==> config.mk <==
export PLATFORM = sky130hd
export DESIGN_NAME = id_ex_stage
export DESIGN_NICKNAME = d
export VERILOG_FILES = /design/src/rtl/mips_pkg.sv /design/src/rtl/hazard_detect.sv /design/src/rtl/id_ex_stage.sv
export SDC_FILE = /design/constraint.sdc
export NUM_CORES = 1
export LEC_CHECK = 0
export BUFFER_PORTS_ARGS = -buffer_cell sky130_fd_sc_hd__buf_2
export CORE_MARGIN = 5
export CORE_UTILIZATION = 50
export DETAILED_ROUTE_END_ITERATION = 8
export PLACE_DENSITY_LB_ADDON = 0.15
export SETUP_SLACK_MARGIN = 0.15
export SYNTH_ARGS = -nofsm -noshare
export SYNTH_HDL_FRONTEND = slang
export SYNTH_SLANG_ARGS = --single-unit
==> constraint.sdc <==
create_clock -name clk -period 3.2 [get_ports clk]
set_input_delay 0.32 -clock clk [delete_from_list [all_inputs] [get_ports clk]]
set_output_delay 0.32 -clock clk [all_outputs]
set_load 0.02 [all_outputs]
==> src/rtl/mips_pkg.sv <==
`default_nettype none
// ============================================================================
// Package     : mips_pkg
// Description : Shared constants and types for the 5-stage MIPS core:
//               ALUOp width and encodings, the zero register index and the
//               decoded control bundle carried from ID into EX.
// Revision    : 1.0 - initial release
// ============================================================================
package mips_pkg;

  localparam int ALUOP_W = 2;

  // ALUOp encodings driven by the main decoder
  localparam logic [ALUOP_W-1:0] ALUOP_ADD    = 2'b00;  // lw / sw / addi
  localparam logic [ALUOP_W-1:0] ALUOP_BRANCH = 2'b01;  // beq / bne subtract
  localparam logic [ALUOP_W-1:0] ALUOP_RTYPE  = 2'b10;  // funct field decides
  localparam logic [ALUOP_W-1:0] ALUOP_IMM    = 2'b11;  // logical immediates

  // Register $0 is hard-wired to zero and never produces a dependency
  localparam logic [4:0] REG_ZERO = 5'd0;

  // Decoded control bundle; a bubble is simply this struct cleared to zero
  typedef struct packed {
    logic               reg_write;
    logic               mem_to_reg;
    logic               mem_read;
    logic               mem_write;
    logic               alu_src;
    logic               reg_dst;
    logic [ALUOP_W-1:0] alu_op;
  } ctrl_t;

  localparam int    CTRL_W   = $bits(ctrl_t);
  localparam ctrl_t CTRL_NOP = '0;

endpackage : mips_pkg
`default_nettype wire

==> src/rtl/hazard_detect.sv <==
`default_nettype none
// ============================================================================
// Module      : hazard_detect
// Description : Combinational load-use hazard detection. Raises luh when the
//               load sitting in EX writes a register that the instruction in
//               ID reads, and freezes PC and IF/ID unless a flush overrides
//               the stall or a global hold is already freezing everything.
// Revision    : 1.0 - initial release
// ============================================================================
module hazard_detect #(
  parameter int REG_AW = 5
) (
  input  logic              ex_mem_read,
  input  logic [REG_AW-1:0] ex_dest,
  input  logic [REG_AW-1:0] id_rs,
  input  logic [REG_AW-1:0] id_rt,
  input  logic              id_use_rs,
  input  logic              id_use_rt,
  input  logic              flush,
  input  logic              hold,
  output logic              luh,
  output logic              pc_write,
  output logic              if_id_write
);
  import mips_pkg::*;

  logic rs_match;
  logic rt_match;

  // Detect a load in EX feeding a source operand of the instruction in ID
  always_comb begin
    rs_match    = id_use_rs && (ex_dest == id_rs);
    rt_match    = id_use_rt && (ex_dest == id_rt);
    luh         = ex_mem_read && (ex_dest != REG_ZERO) && (rs_match || rt_match);
    // A flush redirects the PC, so a stall must not block it
    pc_write    = !(luh && !flush) && !hold;
    if_id_write = pc_write;
  end

endmodule : hazard_detect
`default_nettype wire

==> src/rtl/id_ex_stage.sv <==
`default_nettype none
// ============================================================================
// Module      : id_ex_stage
// Description : ID/EX pipeline register with integrated load-use hazard
//               detection. Captures decoded controls, operands and register
//               addresses from ID, and inserts a bubble on flush or load-use.
// Revision    : 1.0 - initial release
// ============================================================================
module id_ex_stage #(
  parameter int DATA_W  = 32,
  parameter int REG_AW  = 5,
  parameter int ALUOP_W = mips_pkg::ALUOP_W
) (
  input  logic               clk,
  input  logic               rst,
  input  logic               hold,
  input  logic               flush,
  input  logic [REG_AW-1:0]  IF_ID_RS,
  input  logic [REG_AW-1:0]  IF_ID_RT,
  input  logic [REG_AW-1:0]  IF_ID_RD,
  input  logic               ID_UseRS,
  input  logic               ID_UseRT,
  input  logic               ID_RegWrite,
  input  logic               ID_MemtoReg,
  input  logic               ID_MemRead,
  input  logic               ID_MemWrite,
  input  logic               ID_ALUSrc,
  input  logic               ID_RegDst,
  input  logic [ALUOP_W-1:0] ID_ALUOp,
  input  logic [DATA_W-1:0]  ID_ReadData1,
  input  logic [DATA_W-1:0]  ID_ReadData2,
  input  logic [DATA_W-1:0]  ID_Imm,
  input  logic [DATA_W-1:0]  ID_PC4,
  output logic [REG_AW-1:0]  ID_EX_RS,
  output logic [REG_AW-1:0]  ID_EX_RT,
  output logic               ID_EX_UseRS,
  output logic               ID_EX_UseRT,
  output logic               ID_EX_RegWrite,
  output logic               ID_EX_MemtoReg,
  output logic               ID_EX_MemRead,
  output logic               ID_EX_MemWrite,
  output logic               ID_EX_ALUSrc,
  output logic               ID_EX_RegDst,
  output logic [ALUOP_W-1:0] ID_EX_ALUOp,
  output logic [DATA_W-1:0]  ID_EX_ReadData1,
  output logic [DATA_W-1:0]  ID_EX_ReadData2,
  output logic [DATA_W-1:0]  ID_EX_Imm,
  output logic [DATA_W-1:0]  ID_EX_PC4,
  output logic [REG_AW-1:0]  ID_EX_RegWriteAdd,
  output logic               PC_Write,
  output logic               IF_ID_Write,
  output logic               ID_EX_Bubble
);
  import mips_pkg::*;

  ctrl_t              id_ctrl;
  ctrl_t              ex_ctrl;
  logic [REG_AW-1:0]  id_dest;
  logic [REG_AW-1:0]  ex_rs;
  logic [REG_AW-1:0]  ex_rt;
  logic [REG_AW-1:0]  ex_dest;
  logic               ex_use_rs;
  logic               ex_use_rt;
  logic [DATA_W-1:0]  ex_rd1;
  logic [DATA_W-1:0]  ex_rd2;
  logic [DATA_W-1:0]  ex_imm;
  logic [DATA_W-1:0]  ex_pc4;
  logic               ex_bubble;
  logic               luh;
  logic               insert_bubble;

  // Bundle the decoded controls and resolve the destination register in ID
  always_comb begin
    id_ctrl            = CTRL_NOP;
    id_ctrl.reg_write  = ID_RegWrite;
    id_ctrl.mem_to_reg = ID_MemtoReg;
    id_ctrl.mem_read   = ID_MemRead;
    id_ctrl.mem_write  = ID_MemWrite;
    id_ctrl.alu_src    = ID_ALUSrc;
    id_ctrl.reg_dst    = ID_RegDst;
    id_ctrl.alu_op     = ID_ALUOp;
    id_dest            = ID_RegDst ? IF_ID_RD : IF_ID_RT;
    insert_bubble      = flush || luh;
  end

  hazard_detect #(
    .REG_AW (REG_AW)
  ) u_hazard_detect (
    .ex_mem_read (ex_ctrl.mem_read),
    .ex_dest     (ex_dest),
    .id_rs       (IF_ID_RS),
    .id_rt       (IF_ID_RT),
    .id_use_rs   (ID_UseRS),
    .id_use_rt   (ID_UseRT),
    .flush       (flush),
    .hold        (hold),
    .luh         (luh),
    .pc_write    (PC_Write),
    .if_id_write (IF_ID_Write)
  );

  // ID/EX register bank: reset > hold > bubble (flush or load-use) > load
  always_ff @(posedge clk) begin
    if (rst) begin
      ex_ctrl   <= CTRL_NOP;
      ex_rs     <= '0;
      ex_rt     <= '0;
      ex_dest   <= '0;
      ex_use_rs <= 1'b0;
      ex_use_rt <= 1'b0;
      ex_rd1    <= '0;
      ex_rd2    <= '0;
      ex_imm    <= '0;
      ex_pc4    <= '0;
      ex_bubble <= 1'b1;
    end else if (!hold) begin
      if (insert_bubble) begin
        // Zero dest keeps the forward unit from ever matching a bubble
        ex_ctrl   <= CTRL_NOP;
        ex_rs     <= '0;
        ex_rt     <= '0;
        ex_dest   <= '0;
        ex_use_rs <= 1'b0;
        ex_use_rt <= 1'b0;
        ex_rd1    <= '0;
        ex_rd2    <= '0;
        ex_imm    <= '0;
        ex_pc4    <= '0;
        ex_bubble <= 1'b1;
      end else begin
        ex_ctrl   <= id_ctrl;
        ex_rs     <= IF_ID_RS;
        ex_rt     <= IF_ID_RT;
        ex_dest   <= id_dest;
        ex_use_rs <= ID_UseRS;
        ex_use_rt <= ID_UseRT;
        ex_rd1    <= ID_ReadData1;
        ex_rd2    <= ID_ReadData2;
        ex_imm    <= ID_Imm;
        ex_pc4    <= ID_PC4;
        ex_bubble <= 1'b0;
      end
    end
  end

  // Drive the EX-side outputs straight from the register bank
  always_comb begin
    ID_EX_RS          = ex_rs;
    ID_EX_RT          = ex_rt;
    ID_EX_UseRS       = ex_use_rs;
    ID_EX_UseRT       = ex_use_rt;
    ID_EX_RegWrite    = ex_ctrl.reg_write;
    ID_EX_MemtoReg    = ex_ctrl.mem_to_reg;
    ID_EX_MemRead     = ex_ctrl.mem_read;
    ID_EX_MemWrite    = ex_ctrl.mem_write;
    ID_EX_ALUSrc      = ex_ctrl.alu_src;
    ID_EX_RegDst      = ex_ctrl.reg_dst;
    ID_EX_ALUOp       = ex_ctrl.alu_op;
    ID_EX_ReadData1   = ex_rd1;
    ID_EX_ReadData2   = ex_rd2;
    ID_EX_Imm         = ex_imm;
    ID_EX_PC4         = ex_pc4;
    ID_EX_RegWriteAdd = ex_dest;
    ID_EX_Bubble      = ex_bubble;
  end

endmodule : id_ex_stage
`default_nettype wire

==> metrics.txt, run 1 <==
DRC viols 0; cell area after layout 0.00852 sq mm; Final Setup Violations 0; startpoint types flip-flop; outcome finished clean; Worst Hold Class in2reg; Synth Area in XOR/XNOR between 1 and 1.5%; H-tree levels 4; CP top delay family simple AND/OR/NAND/NOR gates; CTS tree yes; VDD IR-drop max 0.000346 V; Clk pwr share around 40%; net switching power between 1 and 1.5 mW; die area 0.0154 sq mm; first-pass GRT wire length 30.8 mm; Die Y 124 um; root buffer cell clkbuf_16; clk slew on worst S/H paths 0.06 ns; setup bufs post-CTS 0; vias in the first global route 6,034; hold-fix buffer count after cts 0; Ports 313; CTS max path bufs 2; CP Capture Type output pin; dpl cell area 0.00795 sq mm; largest family of logic cells by synthesized area compound AO/OA/AOI/OAI gates; max-slew violation count 0; Hold Vio Cnt, Final 0; actual slew at the worst max-slew pin 0.645 ns; post-synthesis mux area share 0.864%; Total Routing Usage GR 25.1%; complex-gate fraction of the synthesized area 33.1%; Mapped Nets 887; period utilization 81.3%; layout cells sized above 1 36.1%; CP peak stage delay 0.60 ns; Synth Instances 730; DRT Pass-1 Iters 5; DR WL/cell 17.5 um; initial core utilization 51.2%; total of max-cap violations 0; Int Power roughly 3.5 mW; skew final 0.00729 ns; Worst EP arrival about 2.3 ns; initial antenna violation count 0; Slew headroom 57.0%; gpl congestion just under 0.8; Routed WL 20.4 mm; FMAX 385 MHz; Worst Path Buf+Inv 1; Post-layout nets about 1,100; Leak between 3 and 4 nW; Netlist cell types 24; Ys Warns 0; Clk Latency, worst-skew pair slightly above 0.4 ns; pwr/cell area roughly 560 mW/mm^2; ANT cells 0; sw frac approximately 27%; Post-CTS Resized 0; Final ANT Viol Nets 0; Slowest cell on crit path or4_1; pin count of the biggest net entering global routing 156; vias per cell roughly 5.7; synthesis-stage register bit count 154; unrepaired setup endpoints after global routing false; Seq/Total Area, Yosys between 40% and 50%; die width 124 um; Final min period 2.60 ns; WS Path Type reg2out; Post-Synth Simple-Gate Area a little under a tenth; post-route setup TNS 0 ns; # clock sinks between 150 and 200; Post-Syn Area 0.00651 sq mm; adder-cell share of the synthesized area 0%; total CTS buffers 17; register share of total power between 40% and 50%; gr ovfl total 0; critical path cell sequence or4_1 > o21ai_4 > nor2_1 > a21oi_1 > buf_2; fill count around 1,100; std cell rows 41; Area Overhead vs Synth 30.7%; Comb pwr share 16.0%; Final HPWL DP between 10 and 15 mm; syn_area_per_cell 8.92 sq um; DR iter-0 viols between 700 and 800; I/O Buffers 312; CP required between 2 and 3 ns; CORE AREA 0.0127 sq mm; worst-path fanout max 14; via count 6,674
-- routing by layer --
metal | GRT usage [%] | share of wire (%) | vias up
met2 | 39.6 | 48 | 286
li1 | - | - | 3273
met1 | 31.9 | 39 | 3083
met3 | 8.86 | 10 | 32
met4 | 9.10 | 2.0 | 0
met5 | 0 | 0 | -
-- per-stage QoR --
stage          hold slack, ns  util [%]  instances  setup WS [ns]  power, mW
3_5_place_dp            0.447      62.5       1135           1.02       2.95
6_report                0.153      66.9       1165          0.600       4.81
2_1_floorplan           0.460         -        730          0.802       2.62
3_3_place_gp            0.440      62.5       1135           1.05       2.93
5_1_grt                 0.145      66.9       1165          0.453       5.01
4_1_cts                 0.134      66.9       1165          0.579       4.85
-- layout by cell type, fill, tap and decap left out, drive strengths merged --
cell	netlist	routed
buf	35	320
dfxtp	154	154
nand2	150	150
o21ai	149	149
a32oi	148	148
clkbuf	52	23
a21oi	11	11
xnor2	10	10
a22oi	6	6
mux2	5	5
clkinv	0	5
nand4	2	2
o22ai	1	1
or4	1	1
nor2	1	1
nor3	1	1
nor2b	1	1
or3	1	1
inv	1	1
o21a	1	1
clkinvlp	0	1
bufinv	0	1
-- state kept, by name, summed over array words and instances, names as in the netlist --
signal / flops
ID_EX_MemtoReg: 1
ID_EX_MemRead: 1
ID_EX_RegWrite: 1
ID_EX_ALUSrc: 1
ID_EX_ReadData2: 32
ID_EX_RegWriteAdd: 5
ID_EX_RT: 5
ID_EX_RS: 5
ID_EX_RegDst: 1
ID_EX_MemWrite: 1
ID_EX_UseRT: 1
ID_EX_PC4: 32
ID_EX_ALUOp: 2
ID_EX_Imm: 32
ID_EX_UseRS: 1
ID_EX_Bubble: 1
ID_EX_ReadData1: 32
-- cells by family after synthesis --
group	count (synthesis)
compound gates	316
xor+xnor	10
buf+inv	88
flops	154
mux	5
simple gates	157
-- final cells by class --
type,instances,area (sq um),area share [%]
repair buffers,320,1710,20.1
multi-input cells,488,2940,34.5
inverters,1,3.75,0.0441
clock buffers,23,498,5.85
well taps,172,215,2.53
clock inverters,7,66.3,0.779
flip-flops and latches,154,3080,36.2
-- power groups by stage --
| stage | Sequential [mW] | Clock (mW) | Combinational [mW] |
|---|---|---|---|
| detailed placement | 2.17 | 0 | 0.772 |
| finish | 2.14 | 1.90 | 0.771 |
| CTS | 2.14 | 1.94 | 0.773 |
| global placement | 2.17 | 0 | 0.762 |
| floorplan | 2.35 | 0 | 0.270 |
| global route | 2.15 | 2.02 | 0.839 |
-- worst paths after layout --
| check | from | end | slack, ns | depth (start not counted) |
|---|---|---|---|---|
| max | ID_EX_RegWriteAdd[1] | PC_Write | 0.60 | 5 |
| min reg2reg | ID_EX_Imm[15] | ID_EX_Imm[15] | 0.46 | 2 |
| max reg2reg | ID_EX_RegWriteAdd[1] | ID_EX_Imm[19] | 0.94 | 5 |
| min | ID_PC4[25] | ID_EX_PC4[25] | 0.15 | 3 |
-- worst min-delay path: stages --
cell,delay [ns]
buf_2,0.09
a32oi_1,0.07
o21ai_0,0.06
-- cells in the mapped netlist --
master    instances  share of area, %
clkbuf_8         10               2.1
o22ai_1           1             0.096
a32oi_1         148                20
a22oi_1           6              0.69
a21oi_1          11              0.84
o21ai_0         148                11
o21ai_2           1              0.13
o21a_1            1              0.12
dfxtp_1         154                47
buf_8             1              0.23
nor3_1            1             0.077
nor2_1            1             0.058
nor2b_1           1             0.096
nand2_1         150               8.6
buf_4             1              0.12
xnor2_1          10               1.3
buf_2            27               2.1
mux2_2            5              0.86
or3_1             1             0.096
inv_1             1             0.058
buf_6             6               1.0
nand4_1           2              0.19
clkbuf_1         42               2.4
or4_1             1              0.12
Note: power is estimated with default switching activity, not from simulation.
==> run 2: changes to the inputs <==
Settings changed: CORE_UTILIZATION 50 to 42.
Clock period 3.2 ns to 2.29 ns, I/O delays scaled along.
==> metrics.txt, run 2 (same netlist as run 1, synthesis figures left out) <==
outcome finished clean; vias per cell 5.54 (-3.4%); DR WL/cell 17.1 um (-2.2%); cell area after layout 0.00872 sq mm (+2.4%); net switching power 1.90 mW (+45%); CORE AREA 0.0152 sq mm (+19%); Final ANT Viol Nets 0 (unchanged); skew final 0.00850 ns (+0.00121 ns); H-tree levels 4 (unchanged); Final Worst Setup Slack 0.216 ns (-0.384 ns); DR iter-0 viols 579 (-19%); pin count of the biggest net entering global routing 161 (+3.2%); CP required 2.06 ns (-0.82 ns); CTS tree yes; Int Power 4.98 mW (+42%); register share of total power 43.4% (-1.0 points); Routed WL 20.5 mm (+0.36%); sw frac 27.6% (+0.37 points); CP Capture Type output pin; WS Path Type reg2out; Hold Vio Cnt, Final 0 (unchanged); VDD IR-drop max 0.000465 V (+34%); Final min period 2.07 ns; Ports 313 (unchanged); clk slew on worst S/H paths 0.06 ns (about the same); std cell rows 45 (+9.8%); CP top delay family simple AND/OR/NAND/NOR gates; initial antenna violation count 0 (unchanged); layout cells sized above 1 37.5% (+1.5 points); Slowest cell on crit path or4_4; period utilization 90.6%; DRC viols 0 (unchanged); root buffer cell clkbuf_16; post-route setup TNS 0 ns (unchanged); Worst Path Buf+Inv 1 (unchanged); FMAX between 400 and 500 MHz; unrepaired setup endpoints after global routing true; Clk pwr share 40.6% (+1.0 points); Post-layout nets 1,151 (+1.1%); I/O Buffers 312 (unchanged); first-pass GRT wire length 31.5 mm (+2.1%); vias in the first global route 5,929 (-1.7%); worst-path fanout max 4 (-10); post-placement cell count 1,159 (+2.1%); Slew headroom 55.4% (-1.6 points); gpl congestion 0.788 (+0.43%); most common cell after layout, fill and taps aside buf_2; actual slew at the worst max-slew pin 0.669 ns (+0.0237 ns); Final Setup Violations 0 (unchanged); gr ovfl total 0 (unchanged); Worst Hold Class in2reg; fill count 1,423 (+32%); Final HPWL DP 13.7 mm (+2.4%); ANT cells 0 (unchanged); Die Y 135 um (+8.4%); die width 135 um (+8.4%); total CTS buffers 17 (unchanged); max-slew violation count 0 (unchanged); pre-CTS setup slack 0.349 ns (-0.673 ns); Total Routing Usage GR 21.1% (-4.1 points); Area Overhead vs Synth 33.9%; startpoint types flip-flop; total of max-cap violations 0 (unchanged); Comb pwr share 16.0% (about the same); initial core utilization 42.9% (-8.4 points); CP peak stage delay 0.54 ns (-0.06 ns); DRT Pass-1 Iters 5 (unchanged); pwr/cell area 788 mW/mm^2 (+40%); CTS max path bufs 2 (unchanged); Clk Latency, worst-skew pair 0.41 ns (about the same); critical path cell sequence or4_4 > o21ai_4 > nor2_4 > a21oi_4 > buf_6; die area 0.0181 sq mm (+17%); final non-filler cell total 1,195 (+2.6%); via count 6,616 (-0.87%); commonest cells after routing, fill and taps aside buf_2 (310), dfxtp_1 (151), nand2_1 (150); # clock sinks 154 (unchanged); dpl cell area 0.00806 sq mm (+1.4%); hold-fix buffer count after cts 0 (unchanged); Leak 3.68 nW (+2.1%); Worst EP arrival 1.85 ns (-0.43 ns)
-- run 2: layout make-up --
type,count,area (sq um),area share [%]
flip-flops and latches,154,3090,35.5
clock buffers,21,470,5.39
well taps,188,235,2.70
multi-input cells,488,2960,34.0
inverters,1,3.75,0.0430
clock inverters,11,119,1.36
repair buffers,332,1840,21.1
-- run 2: tightest hold or removal path: stages --
cell and delay (ns):
buf_2 0.09, a32oi_1 0.07, o21ai_0 0.06
-- run 2: per-layer routing --
| layer | track usage (%) | up-vias | share of wire, % |
|---|---|---|---|
| met1 | 28.5 | 3038 | 43 |
| met2 | 32.8 | 260 | 48 |
| met3 | 6.15 | 17 | 8.2 |
| met4 | 6.28 | 0 | 1.2 |
| met5 | 0 | - | 0 |
| li1 | - | 3301 | - |
-- run 2: what timing repair did --
action                                  4_1_cts  5_1_grt
gates resized for setup                       4        8
setup buffers                                 2        2
endpoints found under the setup margin        2        2
pin swaps                                     2        3
-- run 2: through the flow --
| step | hold slack, ns | utilization [%] | power, mW |
|---|---|---|---|
| after CTS | 0.0441 | 57.1 | 6.94 |
| final | 0.0671 | 57.4 | 6.87 |
| after detailed placement | 0.449 | 53.0 | 4.13 |
| after floorplan | 0.369 | - | 3.66 |
| after global placement | 0.443 | 53.0 | 4.13 |
| after global routing | 0.0574 | 57.4 | 7.17 |
-- run 2: path summary, 6_finish.rpt --
check | from | end | slack [ns] | depth (start not counted)
worst max register to register | ID_EX_RegWriteAdd[0] | ID_EX_PC4[30] | 0.35 | 6
worst min register to register | ID_EX_Imm[6] | ID_EX_Imm[6] | 0.46 | 2
worst max-delay path | ID_EX_RegWriteAdd[2] | PC_Write | 0.22 | 5
worst min-delay path | ID_ReadData1[7] | ID_EX_ReadData1[7] | 0.07 | 3
-- run 2: power groups by stage --
stage          Combinational, mW  Sequential (mW)  Clock, mW
6_report                    1.10             2.99       2.79
5_1_grt                     1.19             3.01       2.97
4_1_cts                     1.10             2.99       2.85
3_5_place_dp                1.09             3.04          0
3_3_place_gp                1.08             3.04          0
2_1_floorplan              0.377             3.28          0
